===== src/rtl/pwm_pkg.sv =====
// Shared definitions for the multi-channel PWM timer: configuration address
// map and the encodings of the counting mode and counting direction.
// The PWM_PRELOAD_EN build macro selects shadow/active double-buffering.
package pwm_pkg;

    // Configuration address map: period first, then one compare per channel.
    localparam int ADDR_PERIOD   = 0;
    localparam int ADDR_CCR_BASE = 1;

    typedef enum logic {
        MODE_EDGE   = 1'b0,
        MODE_CENTER = 1'b1
    } mode_e;

    typedef enum logic {
        DIR_UP   = 1'b0,
        DIR_DOWN = 1'b1
    } dir_e;

endpackage


===== src/rtl/pwm_channel.sv =====
// One PWM compare channel: compare register(s), duty rule, polarity and the
// registered output. With PWM_PRELOAD_EN a shadow compare feeds the active
// compare at counter boundaries; without it writes land in the active
// compare directly.
module pwm_channel
    import pwm_pkg::*;
#(
    parameter int WIDTH = 16
) (
    input  logic             clk,
    input  logic             rst,
    input  logic             enable_i,
    input  logic             load_i,
    input  logic             wr_i,
    input  logic [WIDTH-1:0] wdata_i,
    input  logic [WIDTH-1:0] cnt_i,
    input  logic [WIDTH-1:0] period_i,
    input  logic             pol_i,
    output logic             pwm_o
);

    logic [WIDTH-1:0] ccr_act_q, ccr_act_d;
    logic             raw;
    logic             pwm_q, pwm_d;

`ifdef PWM_PRELOAD_EN
    logic [WIDTH-1:0] ccr_shd_q, ccr_shd_d;

    // Shadow takes every write; active loads at a boundary, a same-cycle write wins.
    // NOTE: every variable gets a default first so no path leaves it unassigned and infers a latch.
    always_comb begin
        ccr_shd_d = ccr_shd_q;
        ccr_act_d = ccr_act_q;
        if (wr_i) begin
            ccr_shd_d = wdata_i;
        end
        if (load_i) begin
            ccr_act_d = wr_i ? wdata_i : ccr_shd_q;
        end
    end

    // Shadow compare register.
    always_ff @(posedge clk or posedge rst) begin
        if (rst) begin
            ccr_shd_q <= '0;
        end else begin
            ccr_shd_q <= ccr_shd_d;
        end
    end
`else
    logic unused_load;
    assign unused_load = load_i;

    // Writes go straight to the active compare.
    always_comb begin
        ccr_act_d = wr_i ? wdata_i : ccr_act_q;
    end
`endif

    // Duty rule: zero is off, compare at or above period is full on, else cnt < compare.
    always_comb begin
        raw = 1'b0;
        if (enable_i && (ccr_act_q != '0)) begin
            raw = (ccr_act_q >= period_i) || (cnt_i < ccr_act_q);
        end
        pwm_d = raw ^ pol_i;
    end

    // Active compare and output register.
    // NOTE: configuration registers are reset too, so the output is defined from the first edge.
    always_ff @(posedge clk or posedge rst) begin
        if (rst) begin
            ccr_act_q <= '0;
            pwm_q     <= 1'b0;
        end else begin
            // NOTE: non-blocking assignments make every register sample pre-edge values.
            ccr_act_q <= ccr_act_d;
            pwm_q     <= pwm_d;
        end
    end

    assign pwm_o = pwm_q;

endmodule


===== src/rtl/pwm_timer.sv =====
// Multi-channel PWM timer: shared edge- or center-aligned counter, period
// register(s), configuration write decode and CHANNELS compare channels.
// Build macro PWM_PRELOAD_EN enables double-buffered period and compares.
module pwm_timer
    import pwm_pkg::*;
#(
    parameter  int WIDTH    = 16,
    parameter  int CHANNELS = 4,
    localparam int AW       = $clog2(CHANNELS + 1)
) (
    input  logic                clk,
    input  logic                rst,
    input  logic                enable,
    input  logic                center_mode,
    input  logic [CHANNELS-1:0] pol,
    input  logic                cfg_we,
    input  logic [AW-1:0]       cfg_addr,
    input  logic [WIDTH-1:0]    cfg_wdata,
    output logic [CHANNELS-1:0] pwm_out,
    output logic [WIDTH-1:0]    cnt,
    output logic                dir,
    output logic                update_evt
);

    localparam logic [WIDTH-1:0] CNT_ONE = WIDTH'(1);

    mode_e            mode_q, mode_d;
    dir_e             dir_q, dir_d;
    logic [WIDTH-1:0] cnt_q, cnt_d;
    logic [WIDTH-1:0] per_act_q, per_act_d;
    logic             per_wr;
    logic             upd;
    logic             load;

    assign per_wr = cfg_we && (cfg_addr == AW'(ADDR_PERIOD));

    // Next counter value and direction for the current mode and active period.
    always_comb begin
        cnt_d = cnt_q;
        dir_d = dir_q;
        if (!enable || (per_act_q == '0)) begin
            cnt_d = '0;
            dir_d = DIR_UP;
        end else if (mode_q == MODE_EDGE) begin
            dir_d = DIR_UP;
            cnt_d = (cnt_q >= per_act_q - CNT_ONE) ? '0 : cnt_q + CNT_ONE;
        end else if (dir_q == DIR_UP) begin
            if (cnt_q >= per_act_q) begin
                // Overshoot after a direct period shrink: restart at the valley.
                cnt_d = '0;
                dir_d = DIR_UP;
            end else begin
                cnt_d = cnt_q + CNT_ONE;
                dir_d = (cnt_q + CNT_ONE == per_act_q) ? DIR_DOWN : DIR_UP;
            end
        end else begin
            if (cnt_q <= CNT_ONE) begin
                cnt_d = '0;
                dir_d = DIR_UP;
            end else begin
                cnt_d = cnt_q - CNT_ONE;
                dir_d = DIR_DOWN;
            end
        end
    end

    // Boundary event: enabled cycle whose next count is zero.
    assign upd        = enable && (cnt_d == '0) && !rst;
    assign update_evt = upd;
    // Active registers also track their source every cycle while stopped.
    assign load       = upd || !enable;

    // Mode is only sampled while the timer is stopped.
    always_comb begin
        mode_d = mode_q;
        if (!enable) begin
            mode_d = center_mode ? MODE_CENTER : MODE_EDGE;
        end
    end

`ifdef PWM_PRELOAD_EN
    logic [WIDTH-1:0] per_shd_q, per_shd_d;

    // Shadow period takes writes; active period loads at boundaries, write wins.
    always_comb begin
        per_shd_d = per_wr ? cfg_wdata : per_shd_q;
        per_act_d = per_act_q;
        if (load) begin
            per_act_d = per_wr ? cfg_wdata : per_shd_q;
        end
    end

    // Shadow period register.
    always_ff @(posedge clk or posedge rst) begin
        if (rst) begin
            per_shd_q <= '0;
        end else begin
            per_shd_q <= per_shd_d;
        end
    end
`else
    // Period writes go straight to the active register.
    always_comb begin
        per_act_d = per_wr ? cfg_wdata : per_act_q;
    end
`endif

    // Counter, direction, mode and active period registers.
    always_ff @(posedge clk or posedge rst) begin
        if (rst) begin
            cnt_q     <= '0;
            dir_q     <= DIR_UP;
            mode_q    <= MODE_EDGE;
            per_act_q <= '0;
        end else begin
            cnt_q     <= cnt_d;
            dir_q     <= dir_d;
            mode_q    <= mode_d;
            per_act_q <= per_act_d;
        end
    end

    assign cnt = cnt_q;
    assign dir = dir_q;

    for (genvar k = 0; k < CHANNELS; k++) begin : g_ch
        logic ch_wr;
        assign ch_wr = cfg_we && (cfg_addr == AW'(ADDR_CCR_BASE + k));

        pwm_channel #(
            .WIDTH (WIDTH)
        ) u_ch (
            .clk      (clk),
            .rst      (rst),
            .enable_i (enable),
            .load_i   (load),
            .wr_i     (ch_wr),
            .wdata_i  (cfg_wdata),
            .cnt_i    (cnt_q),
            .period_i (per_act_q),
            .pol_i    (pol[k]),
            .pwm_o    (pwm_out[k])
        );
    end

endmodule


===== config.mk =====
export PLATFORM = sky130hd
export DESIGN_NAME = pwm_timer
export DESIGN_NICKNAME = d
export VERILOG_FILES = /design/src/rtl/pwm_pkg.sv /design/src/rtl/pwm_channel.sv /design/src/rtl/pwm_timer.sv
export SDC_FILE = /design/constraint.sdc
export NUM_CORES = 1
export LEC_CHECK = 0
export ABC_AREA = 1
export CAP_MARGIN = 30
export CORE_ASPECT_RATIO = 1.5
export CORE_MARGIN = 3
export CORE_UTILIZATION = 30
export DETAILED_ROUTE_END_ITERATION = 6
export RECOVER_POWER = 25
export SLEW_MARGIN = 5
export SYNTH_ARGS = -nofsm -noshare
export SYNTH_HDL_FRONTEND = slang
export SYNTH_HIERARCHICAL = 1
export SYNTH_SLANG_ARGS = --single-unit

===== constraint.sdc =====
create_clock -name clk -period 5.3 [get_ports clk]
set_clock_uncertainty 0.15 [all_clocks]
set_input_delay 1.06 -clock clk [delete_from_list [all_inputs] [get_ports clk]]
set_output_delay 1.06 -clock clk [all_outputs]
set_load 0.03 [all_outputs]

# Word-level counts from Yosys, hierarchy flattened
# Cells that the tools add are included.
[totals]
regBits = 102
out_inout_bits = 22
elab_cells = 77
[classes]
n_addsub = 3
n_lt_le_gt_ge = 11
eq_ne = 5
n_mux = 17
bitwise_logic = 4
n_reduce_logical = 25
[ops]
columns = ["op", "n"]
rows = [
  ["$ge A16 B16 Y1", 6],
  ["$mux W16", 6],
  ["$lt A16 B16 Y1", 4],
  ["$reduce_bool A16 Y1", 4],
  ["$logic_not A16 Y1", 2],
  ["$sub A16 B1 Y16 const B", 2],
  ["$add A16 B1 Y16 const B", 1],
  ["$eq A16 B16 Y1", 1],
  ["$le A16 B1 Y1 const B", 1],
  ["$logic_and A1 B1 Y1", 11],
  ["$mux W1", 11],
  ["$eq A3 B2 Y1 const B", 2],
  ["$logic_or A1 B1 Y1", 5],
  ["$xor A1 B1 Y1", 4],
  ["$eq A3 B1 Y1 const B", 1],
  ["$eq A3 B3 Y1 const B", 1],
  ["$logic_not A3 Y1", 1],
  ["$logic_not A1 Y1", 2],
]

# Longest topological paths before layout
[logic_depth]
depth_word = 8
depth_mapped = 24
depth_no_buf = 24

# Hierarchy
# The synthesis kept the hierarchy.
[by_module_without_submodules]
columns = ["mod", "n_inst", "cells_per_inst", "area_per_inst_um2", "seq_area_each_um2"]
rows = [
  ["pwm_channel", 4, 200, 1485.2, 425.4],
  ["pwm_timer", 1, 623, 4037.6, 850.8],
]

# Worst setup path after synthesis
# Ideal clock, no wire load.
[synth_path]
path_kind = "register -> output"
startpoint = "register per_act_q[2]"
endpoint = "output port update_evt"
t_arrival_ns = 3.247
setup_slack_ns = 0.843
path_stages_with_launch = 21
path_buffers = 0
path_cell_list = "dfrtp_1 inv_2 nand3_1 nor3_1 nand4_1 nor3_2 nand3_1 xor2_1 ha_1 nand2_1 inv_1 nand3_1 nor2_1 nand2_1 nand3_1 o21ai_0 nand3_1 nand3_1 nor2_4 nand3_2 inv_1"
[synth_between]
elab_chain_cells = 8
word_cells_on_any_way = 13
classes_between = "add/sub (1); order compare (2); mux (5); reduce/logical (5)"
[synth_rtl]
columns = ["element", "line_no", "rtl"]
rows = [
  ["from (decl)", "pwm_timer.sv:30", "logic [WIDTH-1:0] per_act_q, per_act_d;"],
  ["from (signal assigned)", "pwm_timer.sv:119", "per_act_q <= per_act_d;"],
  ["$sub A16 B1 Y16 / $ge A16 B16 Y1 (equally long branches)", "pwm_timer.sv:46, pwm_timer.sv:48", ""],
  ["$ge A16 B16 Y1 / $mux W16 (equally long branches)", "pwm_timer.sv:46, pwm_timer.sv:48", ""],
  ["$mux W16 (on tied branches)", "pwm_timer.sv:46, pwm_timer.sv:47", ""],
  ["$mux W16", "pwm_timer.sv:44", "end else if (mode_q == MODE_EDGE) begin"],
  ["$mux W16 (*)", "pwm_timer.sv:41", "if (!enable || (per_act_q == '0)) begin"],
  ["$logic_not A16 Y1 (*)", "pwm_timer.sv:68", "assign upd = enable && (cnt_d == '0) && !rst;"],
  ["$logic_and A1 B1 Y1 (*) (2 in series)", "pwm_timer.sv:68", ""],
  ["to (decl)", "pwm_timer.sv:22", "output logic update_evt"],
]
# Mark *: on every way between the ends. The rest lies on a longest branch, timed or not.

# Worst setup path in the final report
[layout_path]
startpoint = "register per_act_q[1]"
endpoint = "output port update_evt"
# Same word-level chain as after synthesis.

==> flow_summary.json <==
{
  "hold_viol": 0,
  "grt_usage_pct": 18.2,
  "core_um2": 32700,
  "post-route-period-util_pct": 93.5,
  "path_clk_slew_ps": 70,
  "cp_cell_sequence": "inv_2 -> nand3_2 -> nor3_2 -> buf_4 -> nand4_1 -> nor3_2 -> nand3_1 -> xor2_1 -> ha_1 -> nand2_1 -> inv_1 -> nand3_2 -> nor2_4 -> nand3_4 -> nand3_4 -> inv_2 -> nand2_1 -> nand2_1 -> nand3_2 -> nand2_1 -> nor2_1 -> nand3_2 -> inv_1 -> buf_4",
  "final_cells": 1898,
  "cp-end-kind": "output pin",
  "slew_headroom_pct": -39.4,
  "gr-total-overflow": 0,
  "status": "finished, violations left",
  "ant_nets": 0,
  "fin_util_pct": 34.9,
  "final.min_clock_period_ps": 4960,
  "critPathLaunchType": "register",
  "p_leak_uw": 0.00637,
  "postLayoutSetupSlackWorst_ps": 344,
  "crit_buf_inv": 6,
  "reg2reg_from": "per_act_q[1]",
  "grt_pass1_vias": 9252,
  "tns_ps": 0,
  "drtPass1Iterations": 6,
  "cts_buffer_depth": 2,
  "insertedDiodeCount": 0,
  "critPathLaunch": "per_act_q[1]",
  "finalSetupViolCount": 0,
  "yosysWarnings": 6,
  "finalWeightedCongestion": 0.908,
  "cts_hold_buf": 0,
  "slowest_stage": "dfrtp_2",
  "routed_wl_mm": 32.4,
  "insertion_delay_ps": 380,
  "root_buffer": "clkbuf_16",
  "p_per_area_nw_per_um2": 290,
  "crit_type": "register to output pin",
  "grt_antenna_before_repair": 0,
  "avgViaCountPerCell": 4.88,
  "vias": 9257,
  "final_cell_mix": "nand2_1, inv_1, ha_1, nor2_1, dfrtp_1",
  "die_x_um": 155,
  "reg2reg_slack_ps": 1950,
  "place_inst": 1877,
  "portBuffers": 49,
  "final_nets": 1667,
  "hp-class": "register to register",
  "htree_levels": 3,
  "start_util_pct": 30.5,
  "avgSynthCellArea_um2": 7.01,
  "drv_slew": 35,
  "layout-drive-gt1-share_pct": 10.2,
  "ff2ff_path_depth": 17,
  "max_freq_mhz": 202,
  "hpwl_mm": 25.0,
  "max_stage_delay_ps": 440,
  "multi_input_area_um2": 6340,
  "clock-sinks": 102,
  "grt_first_pass_wirelength_mm": 49.9,
  "numCtsBuffers": 9,
  "initialDrtViolationCount": 485,
  "grt_max_degree": 35,
  "cp_top_family": "simple AND/OR/NAND/NOR gates",
  "fp-row-count": 81,
  "crit_required_ps": 4090,
  "layout_commonest_cell": "nand2_1",
  "drv_cap": 1,
  "die-area_um2": 35500,
  "tightestPinTransition_ps": 2090,
  "fillCellCount": 3446,
  "syn_to_final_growth_pct": 14.6,
  "rr_endpoint": "cnt[5]",
  "crit_end": "update_evt",
  "syn_inst": 1422,
  "drc_errors": 0,
  "crit_arrival_ps": 3750,
  "cts_tree": "built",
  "peakVddDrop_v": 0.000182,
  "crit_cells": 24,
  "die_y_um": 229,
  "netlist_area_um2": 9970,
  "io_pins": 50,
  "crit_fanout": 8,
  "post_drt_wl_per_cell_um": 17.1,
  "synth_fp_nets": 1610,
  "pre_cts_ws_ps": 343,
  "violations": "capacitance limit, slew limit",
  "ff_latch_area_um2": 2560
}
## final cells by class
| class | count | area share, % |
|---|---|---|
| flip-flops and latches | 102 | 22.4 |
| clock inverters | 5 | 0.722 |
| repair buffers | 70 | 5.81 |
| clock buffers | 10 | 2.00 |
| well taps | 415 | 4.54 |
| inverters | 277 | 9.14 |
| multi-input cells | 1019 | 55.4 |
## worst min-delay path, cell delays in order (launching register included)
cell and delay [ps]:
dfrtp_1 350, inv_1 80, o21ai_0 130
## how the worst min path moves through the flow
stage | from | to | slack, ps | depth (start not counted)
5_1_grt | g_ch[2].u_ch/ccr_act_q[14] | g_ch[2].u_ch/ccr_act_q[14] | 460 | 2
6_report | g_ch[1].u_ch/ccr_act_q[9] | g_ch[1].u_ch/ccr_act_q[9] | 440 | 2
3_5_place_dp | g_ch[2].u_ch/ccr_act_q[0] | g_ch[2].u_ch/ccr_act_q[0] | 420 | 2
2_1_floorplan | g_ch[0].u_ch/ccr_act_q[11] | g_ch[0].u_ch/ccr_act_q[11] | 380 | 2
4_1_cts | g_ch[2].u_ch/ccr_act_q[3] | g_ch[2].u_ch/ccr_act_q[3] | 440 | 2
3_3_place_gp | g_ch[3].u_ch/ccr_act_q[8] | g_ch[3].u_ch/ccr_act_q[8] | 410 | 2
## per-stage QoR
| step | total power [µW] | hold WS [ps] | instance area [µm²] |
|---|---|---|---|
| 2_1_floorplan | 2080 | 384 | 9970 |
| 3_3_place_gp | 2510 | 409 | 11000 |
| 3_5_place_dp | 2560 | 424 | 11000 |
| 4_1_cts | 3330 | 443 | 11300 |
| 5_1_grt | 3600 | 465 | 11400 |
| 6_report | 3320 | 439 | 11400 |
## power breakdown
part / leakage [µW] / switching [µW] / internal, µW
clock network: 0.000153 / 341 / 415
logic: 0.00498 / 908 / 538
registers: 0.00123 / 199 / 918
total: 0.00637 / 1450 / 1870
## repair_timing
item,in CTS,in global routing
setup endpoints to repair,1,1
resized for setup,2,21
buffers inserted,0,6
pin swaps,0,6
## sequential cells by signal, summed over array words and instances (netlist names)
name / count
mode_q: 1
per_act_q: 16
dir: 1
g_ch.u_ch/pwm_o: 4
cnt: 16
g_ch.u_ch/ccr_act_q: 64
## layer usage
| metal | up-vias | wire [µm] | global-route usage [%] |
|---|---|---|---|
| li1 | 4657 | - | - |
| met1 | 4312 | 12700 | 20.2 |
| met2 | 216 | 16900 | 33.4 |
| met3 | 72 | 1190 | 2.63 |
| met4 | 0 | 1620 | 9.17 |
| met5 | - | 0 | 0 |
Note: power is estimated with default switching activity, not from simulation.
